===== config.mk =====
export PLATFORM = sky130hd
export DESIGN_NAME = fft2d_io_mux
export DESIGN_NICKNAME = d
export VERILOG_FILES = /design/src/rtl/fft2d_io_pkg.sv /design/src/rtl/fft_sfifo_fwft.sv /design/src/rtl/fft2d_io_mux.sv
export SDC_FILE = /design/constraint.sdc
export NUM_CORES = 1
export LEC_CHECK = 0
export CAP_MARGIN = 5
export CORE_MARGIN = 1.5
export CORE_UTILIZATION = 32
export DETAILED_ROUTE_END_ITERATION = 10
export SYNTH_ARGS = -nofsm -noshare
export SYNTH_HDL_FRONTEND = slang
export SYNTH_SLANG_ARGS = --single-unit

===== constraint.sdc =====
create_clock -name clk -period 10.9 [get_ports clk]
set_clock_uncertainty 0.2 [all_clocks]
set_input_delay 2.18 -clock clk [delete_from_list [all_inputs] [get_ports clk]]
set_output_delay 2.18 -clock clk [all_outputs]
set_load 0.05 [all_outputs]

===== src/rtl/fft2d_io_pkg.sv =====
// rtl/fft2d_io_pkg.sv - shared mode encoding, state enumeration and err bit indices
package fft2d_io_pkg;

    localparam logic [1:0] MODE_BYPASS  = 2'b00;
    localparam logic [1:0] MODE_SCATTER = 2'b01;
    localparam logic [1:0] MODE_GATHER  = 2'b10;
    localparam logic [1:0] MODE_IDLE    = 2'b11;

    // State codes equal the mode codes so cur_mode is the state register itself.
    typedef enum logic [1:0] {
        ST_BYPASS  = MODE_BYPASS,
        ST_SCATTER = MODE_SCATTER,
        ST_GATHER  = MODE_GATHER,
        ST_IDLE    = MODE_IDLE
    } state_t;

    localparam int ERR_OVF = 0;
    localparam int ERR_UNF = 1;

    function automatic state_t mode_to_state(input logic [1:0] m);
        state_t s;
        case (m)
            MODE_BYPASS:  s = ST_BYPASS;
            MODE_SCATTER: s = ST_SCATTER;
            MODE_GATHER:  s = ST_GATHER;
            default:      s = ST_IDLE;
        endcase
        return s;
    endfunction

endpackage


===== src/rtl/fft_sfifo_fwft.sv =====
// rtl/fft_sfifo_fwft.sv - single-clock first-word-fall-through FIFO
module fft_sfifo_fwft #(
    parameter int DATA_W = 16,
    parameter int DEPTH  = 16
) (
    input  logic                       clk,
    input  logic                       reset,
    input  logic                       push,
    input  logic [DATA_W-1:0]          din,
    input  logic                       pop,
    output logic [DATA_W-1:0]          head,
    output logic                       full,
    output logic                       empty,
    output logic [$clog2(DEPTH+1)-1:0] level
);

    localparam int PTR_W = $clog2(DEPTH);
    localparam int LVL_W = $clog2(DEPTH + 1);
    localparam logic [LVL_W-1:0] FULL_LVL = LVL_W'(DEPTH);

    logic [DATA_W-1:0] mem_q [DEPTH];
    logic [PTR_W-1:0]  wr_ptr_q, wr_ptr_d;
    logic [PTR_W-1:0]  rd_ptr_q, rd_ptr_d;
    logic [LVL_W-1:0]  level_q, level_d;
    logic              do_push;
    logic              do_pop;

    assign full    = (level_q == FULL_LVL);
    assign empty   = (level_q == '0);
    assign level   = level_q;
    assign do_push = push & ~full;
    assign do_pop  = pop & ~empty;
    // An empty FIFO shows zero so stale storage never leaks onto the buses.
    assign head    = empty ? '0 : mem_q[rd_ptr_q];

    // Pointer and occupancy next-state; pointers wrap naturally at DEPTH.
    always_comb begin
        wr_ptr_d = wr_ptr_q;
        rd_ptr_d = rd_ptr_q;
        level_d  = level_q;
        if (do_push) wr_ptr_d = wr_ptr_q + PTR_W'(1);
        if (do_pop)  rd_ptr_d = rd_ptr_q + PTR_W'(1);
        case ({do_push, do_pop})
            2'b10:   level_d = level_q + LVL_W'(1);
            2'b01:   level_d = level_q - LVL_W'(1);
            default: level_d = level_q;
        endcase
    end

    // Pointer and occupancy registers.
    always_ff @(posedge clk) begin
        if (reset) begin
            wr_ptr_q <= '0;
            rd_ptr_q <= '0;
            level_q  <= '0;
        end else begin
            wr_ptr_q <= wr_ptr_d;
            rd_ptr_q <= rd_ptr_d;
            level_q  <= level_d;
        end
    end

    // Storage write; contents need no reset because level gates visibility.
    always_ff @(posedge clk) begin
        if (do_push) mem_q[wr_ptr_q] <= din;
    end

endmodule


===== src/rtl/fft2d_io_mux.sv =====
// rtl/fft2d_io_mux.sv - mode FSM, round-robin lane muxing and FIFO between external port and units
module fft2d_io_mux
    import fft2d_io_pkg::*;
#(
    parameter int DATA_W = 16,
    parameter int DEPTH  = 16,
    parameter int NUM_CH = 4
) (
    input  logic                       clk,
    input  logic                       reset,
    input  logic [1:0]                 mode,
    input  logic [DATA_W-1:0]          ext_din,
    input  logic                       ext_wr_en,
    output logic [DATA_W-1:0]          ext_dout,
    input  logic                       ext_rd_en,
    output logic                       full,
    output logic                       empty,
    output logic [$clog2(DEPTH+1)-1:0] level,
    output logic [NUM_CH*DATA_W-1:0]   unit_dout,
    output logic [NUM_CH-1:0]          unit_dout_valid,
    input  logic [NUM_CH-1:0]          unit_dout_ready,
    input  logic [NUM_CH*DATA_W-1:0]   unit_din,
    input  logic [NUM_CH-1:0]          unit_din_valid,
    output logic [NUM_CH-1:0]          unit_din_ready,
    output logic [$clog2(NUM_CH)-1:0]  ch_ptr,
    output logic [1:0]                 cur_mode,
    output logic [1:0]                 err
);

    localparam int CH_W  = $clog2(NUM_CH);
    localparam int LVL_W = $clog2(DEPTH + 1);

    state_t            state_q, state_d;
    state_t            req_state;
    logic [CH_W-1:0]   ch_ptr_q, ch_ptr_d;
    logic [1:0]        err_q, err_d;

    logic              fifo_push;
    logic              fifo_pop;
    logic [DATA_W-1:0] fifo_din;
    logic [DATA_W-1:0] fifo_head;
    logic              fifo_full;
    logic              fifo_empty;
    logic [LVL_W-1:0]  fifo_level;

    logic [DATA_W-1:0] lane_din;
    logic              lane_xfer;
    logic              ovf_hit;
    logic              unf_hit;

    assign req_state = mode_to_state(mode);
    assign cur_mode  = state_q;
    assign ch_ptr    = ch_ptr_q;
    assign err       = err_q;
    assign full      = fifo_full;
    assign empty     = fifo_empty;
    assign level     = fifo_level;

    fft_sfifo_fwft #(
        .DATA_W (DATA_W),
        .DEPTH  (DEPTH)
    ) u_fifo (
        .clk   (clk),
        .reset (reset),
        .push  (fifo_push),
        .din   (fifo_din),
        .pop   (fifo_pop),
        .head  (fifo_head),
        .full  (fifo_full),
        .empty (fifo_empty),
        .level (fifo_level)
    );

    // Lane muxes/demuxes and FIFO strobes; everything is held at zero during reset.
    always_comb begin
        unit_dout       = '0;
        unit_dout_valid = '0;
        unit_din_ready  = '0;
        ext_dout        = '0;
        fifo_push       = 1'b0;
        fifo_pop        = 1'b0;
        fifo_din        = '0;
        lane_xfer       = 1'b0;
        ovf_hit         = 1'b0;
        unf_hit         = 1'b0;
        lane_din        = '0;
        for (int k = 0; k < NUM_CH; k++) begin
            if (CH_W'(k) == ch_ptr_q) lane_din = unit_din[k*DATA_W +: DATA_W];
        end
        if (!reset) begin
            case (state_q)
                ST_BYPASS: begin
                    unit_dout       = {NUM_CH{ext_din}};
                    unit_dout_valid = {NUM_CH{ext_wr_en}};
                    ext_dout        = unit_din[DATA_W-1:0];
                    unit_din_ready  = '1;
                end
                ST_SCATTER: begin
                    fifo_push = ext_wr_en & ~fifo_full;
                    fifo_din  = ext_din;
                    ovf_hit   = ext_wr_en & fifo_full;
                    lane_xfer = ~fifo_empty & unit_dout_ready[ch_ptr_q];
                    fifo_pop  = lane_xfer;
                    unit_dout_valid[ch_ptr_q] = ~fifo_empty;
                    for (int k = 0; k < NUM_CH; k++) begin
                        if (CH_W'(k) == ch_ptr_q) unit_dout[k*DATA_W +: DATA_W] = fifo_head;
                    end
                end
                ST_GATHER: begin
                    unit_din_ready[ch_ptr_q] = ~fifo_full;
                    lane_xfer = ~fifo_full & unit_din_valid[ch_ptr_q];
                    fifo_push = lane_xfer;
                    fifo_din  = lane_din;
                    ext_dout  = fifo_head;
                    fifo_pop  = ext_rd_en & ~fifo_empty;
                    unf_hit   = ext_rd_en & fifo_empty;
                end
                default: begin
                end
            endcase
        end
    end

    // Mode FSM next state: streaming modes only leave once drained and quiet.
    always_comb begin
        state_d  = state_q;
        ch_ptr_d = ch_ptr_q;
        err_d    = err_q;
        err_d[ERR_OVF] = err_q[ERR_OVF] | ovf_hit;
        err_d[ERR_UNF] = err_q[ERR_UNF] | unf_hit;
        if (lane_xfer) ch_ptr_d = ch_ptr_q + CH_W'(1);
        case (state_q)
            ST_IDLE, ST_BYPASS: state_d = req_state;
            ST_SCATTER, ST_GATHER: begin
                if ((req_state != state_q) && fifo_empty && !fifo_push && !fifo_pop)
                    state_d = req_state;
            end
            default: state_d = ST_IDLE;
        endcase
        if (state_d != state_q) ch_ptr_d = '0;
    end

    // State, lane pointer and sticky error registers.
    always_ff @(posedge clk) begin
        if (reset) begin
            state_q  <= ST_IDLE;
            ch_ptr_q <= '0;
            err_q    <= '0;
        end else begin
            state_q  <= state_d;
            ch_ptr_q <= ch_ptr_d;
            err_q    <= err_d;
        end
    end

endmodule


### Yosys cells after proc, flatten, opt, wreduce, memory -nomap -nowiden

Memory sizes are Yosys's and may differ from the RTL's. A register that Yosys moved wholly into a read port is not among the register bits.
Index checks and enable logic that the tools add are counted.

| cells by class | value |
|---|---|
| order comparisons | 2 |
| $add $sub $neg | 5 |
| reductions and logical operators | 14 |
| muxes and demuxes | 43 |
| bitwise logic cells | 14 |
| equal/unequal tests | 13 |

Operators by type and width:

| cell | count |
|---|---|
| $mux 16 | 11 |
| $pmux 64 s2 | 1 |
| $mux 64 | 1 |
| $pmux 16 s2 | 2 |
| $mux 4 | 4 |
| $pmux 4 s2 | 2 |
| $mux 1 | 12 |
| $pmux 5 s2 | 1 |
| $add 4x1->4 const B | 2 |
| $and 1x1->1 | 8 |
| $and 4x4->4 | 2 |
| $eq 2x2->1 const B | 4 |
| $eq 2x1->1 const B | 3 |
| $logic_not 2->1 | 3 |
| $pmux 1 s2 | 3 |
| $pmux 2 s3 | 1 |
| $reduce_or 2->1 | 3 |
| $add 5x1->5 const B | 1 |
| $eq 5x5->1 const B | 1 |
| $logic_not 5->1 | 1 |
| $sub 5x1->5 const B | 1 |
| $bmux 1 s2 | 2 |
| $eq 2x2->1 const A | 2 |
| $logic_and 1x1->1 | 4 |
| 12 further kinds | 16 |

| word-level totals | value |
|---|---|
| memories | 1 |
| output and inout bits | 101 |
| input bits | 94 |
| flip-flop bits (word level) | 19 |
| logic and storage cells | 98 |
| memory bits (writable) | 256 |

Memory list:

| memory | depth | width | read ports | clocked after Yosys merged registers in | write ports | RTL line | RTL |
|---|---|---|---|---|---|---|---|
| u_fifo.mem_q | 16 | 16 | 1 | 1 | 1 | fft_sfifo_fwft.sv:21 | `logic [DATA_W-1:0] mem_q [DEPTH];` |

### Longest topological paths before layout

Gate-level depths: netlist of run 1.

| logic depth | value |
|---|---|
| depth in word-level cells | 12 |
| mapped depth | 16 |
| gate-level depth less buffers | 13 |

### By module

From an unflattened synthesis of run 1, not the netlist that was laid out.

| unflattened totals | value |
|---|---|
| cells, all modules | 919 |
| area, all modules | 12913.6 um2 |

Modules (own cells, without submodules):

| module | sequential area each (um2) | area each (um2) | instances | cells an instance |
|---|---|---|---|---|
| fft_sfifo_fwft | 8027.7 | 10744.1 | 1 | 516 |
| fft2d_io_mux | 120.1 | 2169.6 | 1 | 403 |

### Least setup slack after synthesis of run 1

Ideal clock, no wire load.

| timing path | value |
|---|---|
| path type | input to output |
| start | in reset |
| end | out unit_dout[10] |
| cell stages on the path | 4 |
| arrival time | 3543 ps |
| setup slack | 4977 ps |
| required time | 8520 ps |
| cells stage by stage | inv_1 > o21ai_0 > clkbuf_1 > a21oi_1 |

| between the ends | value |
|---|---|
| word-level cells in the longest chain between the ends | 1 |

Ends and longest elaborated chain:

| element | RTL line | RTL |
|---|---|---|
| from (decl) | fft2d_io_mux.sv:10 | `input logic reset,` |
| $mux 64 | fft2d_io_mux.sv:90 | `if (!reset) begin` |
| to (decl) | fft2d_io_mux.sv:19 | `output logic [NUM_CH*DATA_W-1:0] unit_dout,` |

Every way passes these cells.

### Worst setup path in the final report of run 1

| timing path | value |
|---|---|
| start | in reset |
| end | out unit_dout[47] |

Same word-level chain as after synthesis.

==> summary.txt, run 1 <==
Clock network
  – Clk pin slew, worst setup/hold paths: around 0.060 ns
  – Setup bufs post-CTS: 0
  – Clock root buffer: clkbuf_16
  – H-tree levels: 1
  – CTS tree: built
  – CTS Buffer Depth: 3
  – Clock Latency Late Sink: between 0.5 and 0.6 ns
  – CTS Buf Count: 26
  – Gates resized, CTS repair: 0
  – CTS sink count: 279
  – CTS Hold Bufs: 0

Placement
  – DP HPWL: roughly 23000 um
  – Placer Congestion: approximately 0.9
  – Port bufs: approximately 190

GRT
  – Total grt overflow: 0
  – Vias in the first global route: 8559
  – Largest net degree at the start of global routing: between 60 and 70
  – GRT Overall Usage: 0.164
  – Initial antenna violation count: 0
  – Global-route wire length before repair: about 52000 um

Route
  – Vias post-DR: between 8000 and 9000
  – DR WL/cell: around 21 um
  – Vias/cell: about 5.2
  – DRC: 0
  – Total wire length: 35100 um
  – Drt first pass iters: 5
  – Antenna viol nets, final: 0
  – DRT iter0 DRCs: roughly 900

Worst setup path
  – CP startpoint kind: primary input
  – Bufs and invs on worst path: 5
  – CP arrival: 4.60 ns
  – CP Data Required Time: between 8 and 9 ns
  – CP max FO: 64
  – CP Cell Sequence: buf_2 > buf_4 > inv_1 > o21ai_4 > buf_4 > a21oi_1 > clkdlybuf4s50_1
  – CP top delay family: buffers and inverters
  – Cell mode on critical path: buf_4
  – Worst path max stage delay: around 0.76 ns
  – CP Capture Type: output port
  – Setup CP Type: primary input to output port
  – Slowest stage cell on the critical path: clkdlybuf4s50_1

Layout
  – Antenna cell count: 0
  – Most common cell after layout, fill and taps aside: edfxtp_1
  – Area delta synth->final: 25.9%
  – Share of layout cells above drive strength 1: 0.166
  – Most frequent cells in the layout: 256 x edfxtp_1, 193 x clkdlybuf4s50_1, 125 x nand2_1
  – Nets@finish: around 1200

Timing
  – Final Hold Vio Count: 0
  – Worst slew margin: 0.182
  – Number of max-slew violations in the final report: 0
  – RSZ-0062 raised after global routing: no
  – Final Setup Violations: 0
  – Tcrit/Tclk final: 0.640
  – Minimum clock period: between 6 and 7 ns
  – Fmax: 143 MHz
  – Actual slew at the worst max-slew pin: ~1.2 ns
  – Final hold slack: between 0.2 and 0.3 ns
  – Final TNS setup: 0 ns

Synthesis
  – Top cells by area, synth: edfxtp_1 59%, mux4_2 14%, nand2_1 3.6%, a21oi_1 3.6%, dfxtp_1 3.5%
  – Synth Area per Inst: 14.3 sq um
  – Mapped Cells: roughly 910
  – Yosys Warn Count: 0
  – Async set or reset register ratio after synthesis: 0
  – Unique masters post-synth: 54
  – Mapped Nets: 1022
  – Largest area contributor in the netlist: edfxtp_1
  – Mapped Area: approximately 13000 sq um
  – Ys flop type: edfxtp_1
  – Sequential area share after synthesis: 0.623
  – Synth Register Bits: 279
  – Post-synth top area share: 0.588
  – Post-synth EDFFs: 256

Outcome
  – Outcome: finished, final reports clean

Floorplanning
  – Num rows: 73
  – Starting Density: 0.327
  – Num ports: 195
  – Core area: between 40000 and 50000 sq um
  – Die span in x: 205 um
  – Die height: a little over 200 um
  – Die area: between 40000 and 50000 sq um

Flow run
  – Max Cap Viol: 0

Power
  – PwrDens: between 100 and 150 nW/um^2
  – Pleak: 0.00503 uW
  – Worst VDD drop: between 0.1 and 0.15 mV

Min path
  – Worst Hold Class: register to register
==> tightest hold or removal path, delay by kind of cell (launching register included) <==
family / cells / cell delay [ns]
AND/OR/NAND/NOR: 1 / 0.07
AO/OA/AOI/OAI: 1 / 0.04
flip-flops: 1 / 0.33
==> stage by stage <==
step / std cells / power [uW] / setup slack, ns / util / area [sq um]
6_report: 1641 / 2180 / 3.92 / 0.412 / 16500
5_1_grt: 1641 / 2250 / 3.79 / 0.412 / 16500
4_1_cts: 1640 / 2200 / 3.97 / 0.411 / 16500
3_5_place_dp: 1592 / 1320 / 3.98 / 0.390 / 15600
3_3_place_gp: 1592 / 1310 / 4.03 / 0.390 / 15600
2_1_floorplan: 913 / 1250 / 4.98 / - / 13100
==> kinds of logic after synthesis <==
group	share of synthesized area
buf+inv	0.0295
compound gates	0.0856
fa+ha+maj	0.0143
xor+xnor	0.00803
simple gates	0.0908
mux	0.149
flops	0.623
==> area by class of cell <==
cell class                      count  area (sq um)
Clock inverter                     18           174
Inverter                           13          48.8
Tap cell                          525           657
Multi-Input combinational cell    550          4580
Timing Repair Buffer              226          2180
Sequential cell                   279          8150
Fill cell                        3699         23500
Clock buffer                       30           666
==> per-layer routing <==
layer | vias up | GRT usage | wire, um
met4 | 0 | 0.0435 | 747
met2 | 350 | 0.284 | 17000
li1 | 3868 | - | -
met3 | 49 | 0.0280 | 2540
met5 | - | 0 | 0
met1 | 4295 | 0.213 | 14900
==> synthesized netlist by cell type, drive strengths merged (4+ instances only) <==
cell and n:
edfxtp 256, nand2 125, a21oi 93, mux4 82, nor2 74, clkbuf 48
buf 23, dfxtp 23, o21ai 20, a22oi 18, and2 18, nand3b 16
a311oi 15, ha 15, inv 13, mux2i 8, xnor2 7, nand2b 6
and3 5, nor3 5, xor2 5, o211ai 4
==> power breakdown <==
group	leakage (uW)	switching [uW]	internal [uW]
clock	0.000408	379	510
sequential	0.00256	2.00	1160
combinational	0.00207	73.7	55.0
==> sequential cells by signal, indices dropped and copies added (netlist names), named ones only <==
name	count
ch_ptr	2
cur_mode	2
err	2
u_fifo.level	5
u_fifo.mem_q	256
u_fifo.rd_ptr_q	4
u_fifo.wr_ptr_q	4
==> worst paths after layout <==
kind | endpoint | depth (start not counted) | start | slack (ns)
hold reg to reg | err[1] | 2 | err[1] | 0.28
setup reg to reg | u_fifo.level[2] | 12 | cur_mode[1] | 6.60
setup / recovery | unit_dout[47] | 7 | reset | 3.92
hold / removal | err[1] | 2 | err[1] | 0.28
No activity file was read; power rests on OpenSTA's default activity.
==> inputs of run 2 (changes only) <==
- clock period: 10.9 -> 6.1 ns (I/O delays scaled with it)
==> run 2 against run 1 <==
  * Via count about the same
  * Flip-flop and latch count unchanged
  * Die area is the same
  * Routed wire length rose by 2.8%
==> summary.txt, run 2 (synthesis gave the netlist of run 1 again) <==
Outcome
  – Outcome: finished, final reports clean

Route
  – Antenna viol nets, final: 0
  – Drt first pass iters: 5
  – DRC: 0
  – Vias/cell: between 5 and 6
  – DR WL/cell: roughly 22 um
  – Vias post-DR: around 8600
  – Total wire length: roughly 36000 um
  – DRT iter0 DRCs: about 730

Timing
  – Final hold slack: roughly 0.27 ns
  – Final Worst Setup Slack: approximately 0.74 ns
  – Final Hold Vio Count: 0
  – Final TNS setup: 0 ns
  – Fmax: approximately 190 MHz
  – Worst slew margin: 0.221
  – Final Setup Violations: 0
  – Tcrit/Tclk final: 0.879
  – RSZ-0062 raised after global routing: no
  – Minimum clock period: ~5.4 ns
  – Actual slew at the worst max-slew pin: 1.17 ns
  – Number of max-slew violations in the final report: 0

GRT
  – GRT Overall Usage: 0.167
  – Total grt overflow: 0
  – Initial antenna violation count: 0
  – Vias in the first global route: 8647
  – GRT busiest layer: met2
  – Largest net degree at the start of global routing: 65
  – Met2 Use GR: 0.284
  – M3 GR Usage: 0.0234
  – Global-route wire length before repair: 52900 um
  – Met1 Usage GRT: 0.221

Placement
  – DP HPWL: around 24000 um
  – Port bufs: 194
  – Post-place setup slack: 1.31 ns
  – Placer Congestion: around 0.9

Floorplanning
  – Num ports: 195
  – Core area: between 40000 and 50000 sq um
  – Starting Density: 0.327
  – Die area: between 40000 and 50000 sq um
  – Num rows: 73
  – Die height: 205 um
  – Die span in x: just over 200 um

Clock network
  – Clock Latency Late Sink: around 0.53 ns
  – Clk pin slew, worst setup/hold paths: roughly 0.06 ns
  – H-tree levels: 1
  – Clock root buffer: clkbuf_16
  – CTS Buf Count: 27
  – CTS sink count: approximately 280
  – Setup bufs post-CTS: 0
  – CTS tree: built
  – CTS Buffer Depth: 3
  – CTS Hold Bufs: 0
  – Gates resized, CTS repair: 0

Worst setup path
  – CP Data Required Time: 4.68 ns
  – CP arrival: 3.94 ns
  – Slowest stage cell on the critical path: clkdlybuf4s50_1
  – CP top delay family: buffers and inverters
  – Setup CP Type: register to output port
  – FF-to-FF path depth: 12
  – Bufs and invs on worst path: 2
  – Worst path max stage delay: 0.87 ns
  – Flop2flop setup slack: between 2 and 2.5 ns
  – CP startpoint kind: register
  – Reg-to-reg endpoint: u_fifo.level[2]
  – CP Capture Type: output port
  – Worst R2R Start: cur_mode[0]
  – CP Cell Sequence: ha_1 > buf_4 > and3_1 > nand2_1 > a21oi_1 > clkdlybuf4s50_1
  – CP max FO: 34

Power
  – Logic gate share of total power: 0.060
  – Int Power: between 3000 and 4000 uW
  – Pleak: between 0.005 and 0.006 uW
  – Net Sw Power: 822 uW
  – PwrDens: 234 nW/um^2
  – Worst VDD drop: ~0.16 mV
  – Net Sw Frac: 0.213
  – Clock power share: 0.400
  – Sequential power share: 0.540

Layout
  – Max reg flops: around 260
  – Most common cell after layout, fill and taps aside: edfxtp_1
  – Area delta synth->final: 25.9%
  – Nets@finish: ~1200
  – Most frequent cells in the layout: 256 x edfxtp_1, 193 x clkdlybuf4s50_1, 125 x nand2_1
  – Share of layout cells above drive strength 1: 0.166
  – Antenna cell count: 0
  – Top reg by flops: u_fifo.mem_q

Min path
  – Hold path depth: 2
  – Hold_sp: err[1]
  – Worst Hold Class: register to register
  – Hold Crit Endpoint: err[1]

Flow run
  – Max Cap Viol: 0
run 2: power groups by stage:
stage               combinational, uW  clock (uW)  sequential (uW)
floorplan                         104           0             2130
global placement                  226           0             2120
detailed placement                229           0             2120
CTS                               230        1580             2080
global route                      245        1640             2080
finish                            231        1540             2080
run 2: area by class of cell:
class | count | area (sq um)
repair buffers | 230 | 2230
flip-flops and latches | 279 | 8150
well taps | 525 | 657
clock inverters | 15 | 98.8
clock buffers | 33 | 698
inverters | 13 | 48.8
fillers | 3668 | 23500
multi-input cells | 550 | 4580
run 2: metal layers:
| layer | part of all wire | wire [um] |
|---|---|---|
| met3 | 0.064 | 2320 |
| met2 | 0.47 | 17100 |
| met4 | 0.027 | 958 |
| met5 | 0 | 0 |
| met1 | 0.44 | 15800 |
run 2: metrics by stage:
stage               total power (uW)  cells   util  instance area [sq um]
finish                          3850   1645  0.412                  16500
detailed placement              2350   1596  0.392                  15700
global placement                2350   1596  0.392                  15700
global route                    3970   1645  0.412                  16500
CTS                             3890   1644  0.412                  16500
floorplan                       2230    913      -                  13100
run 2: worst register-to-register path: stages (launching register included):
cell	delay (ns)
dfxtp_1	0.35
inv_1	0.12
ha_1	0.15
buf_4	0.29
nand2_1	0.12
o221ai_2	0.46
and2_1	0.43
inv_1	0.08
ha_1	0.43
or3b_1	0.42
a2111oi_1	0.46
a2111oi_2	0.07
mux2_1	0.32
run 2: how the worst max path moves through the flow:
stage                           end  cells past startpoint              start
CTS                   unit_dout[61]                      6          ch_ptr[0]
detailed placement  u_fifo.level[2]                     10  unit_din_valid[1]
finish                unit_dout[61]                      6          ch_ptr[0]
global route          unit_dout[61]                      6          ch_ptr[0]
global placement      unit_dout[61]                      6          ch_ptr[0]
floorplan             unit_dout[10]                      8    u_fifo.level[2]
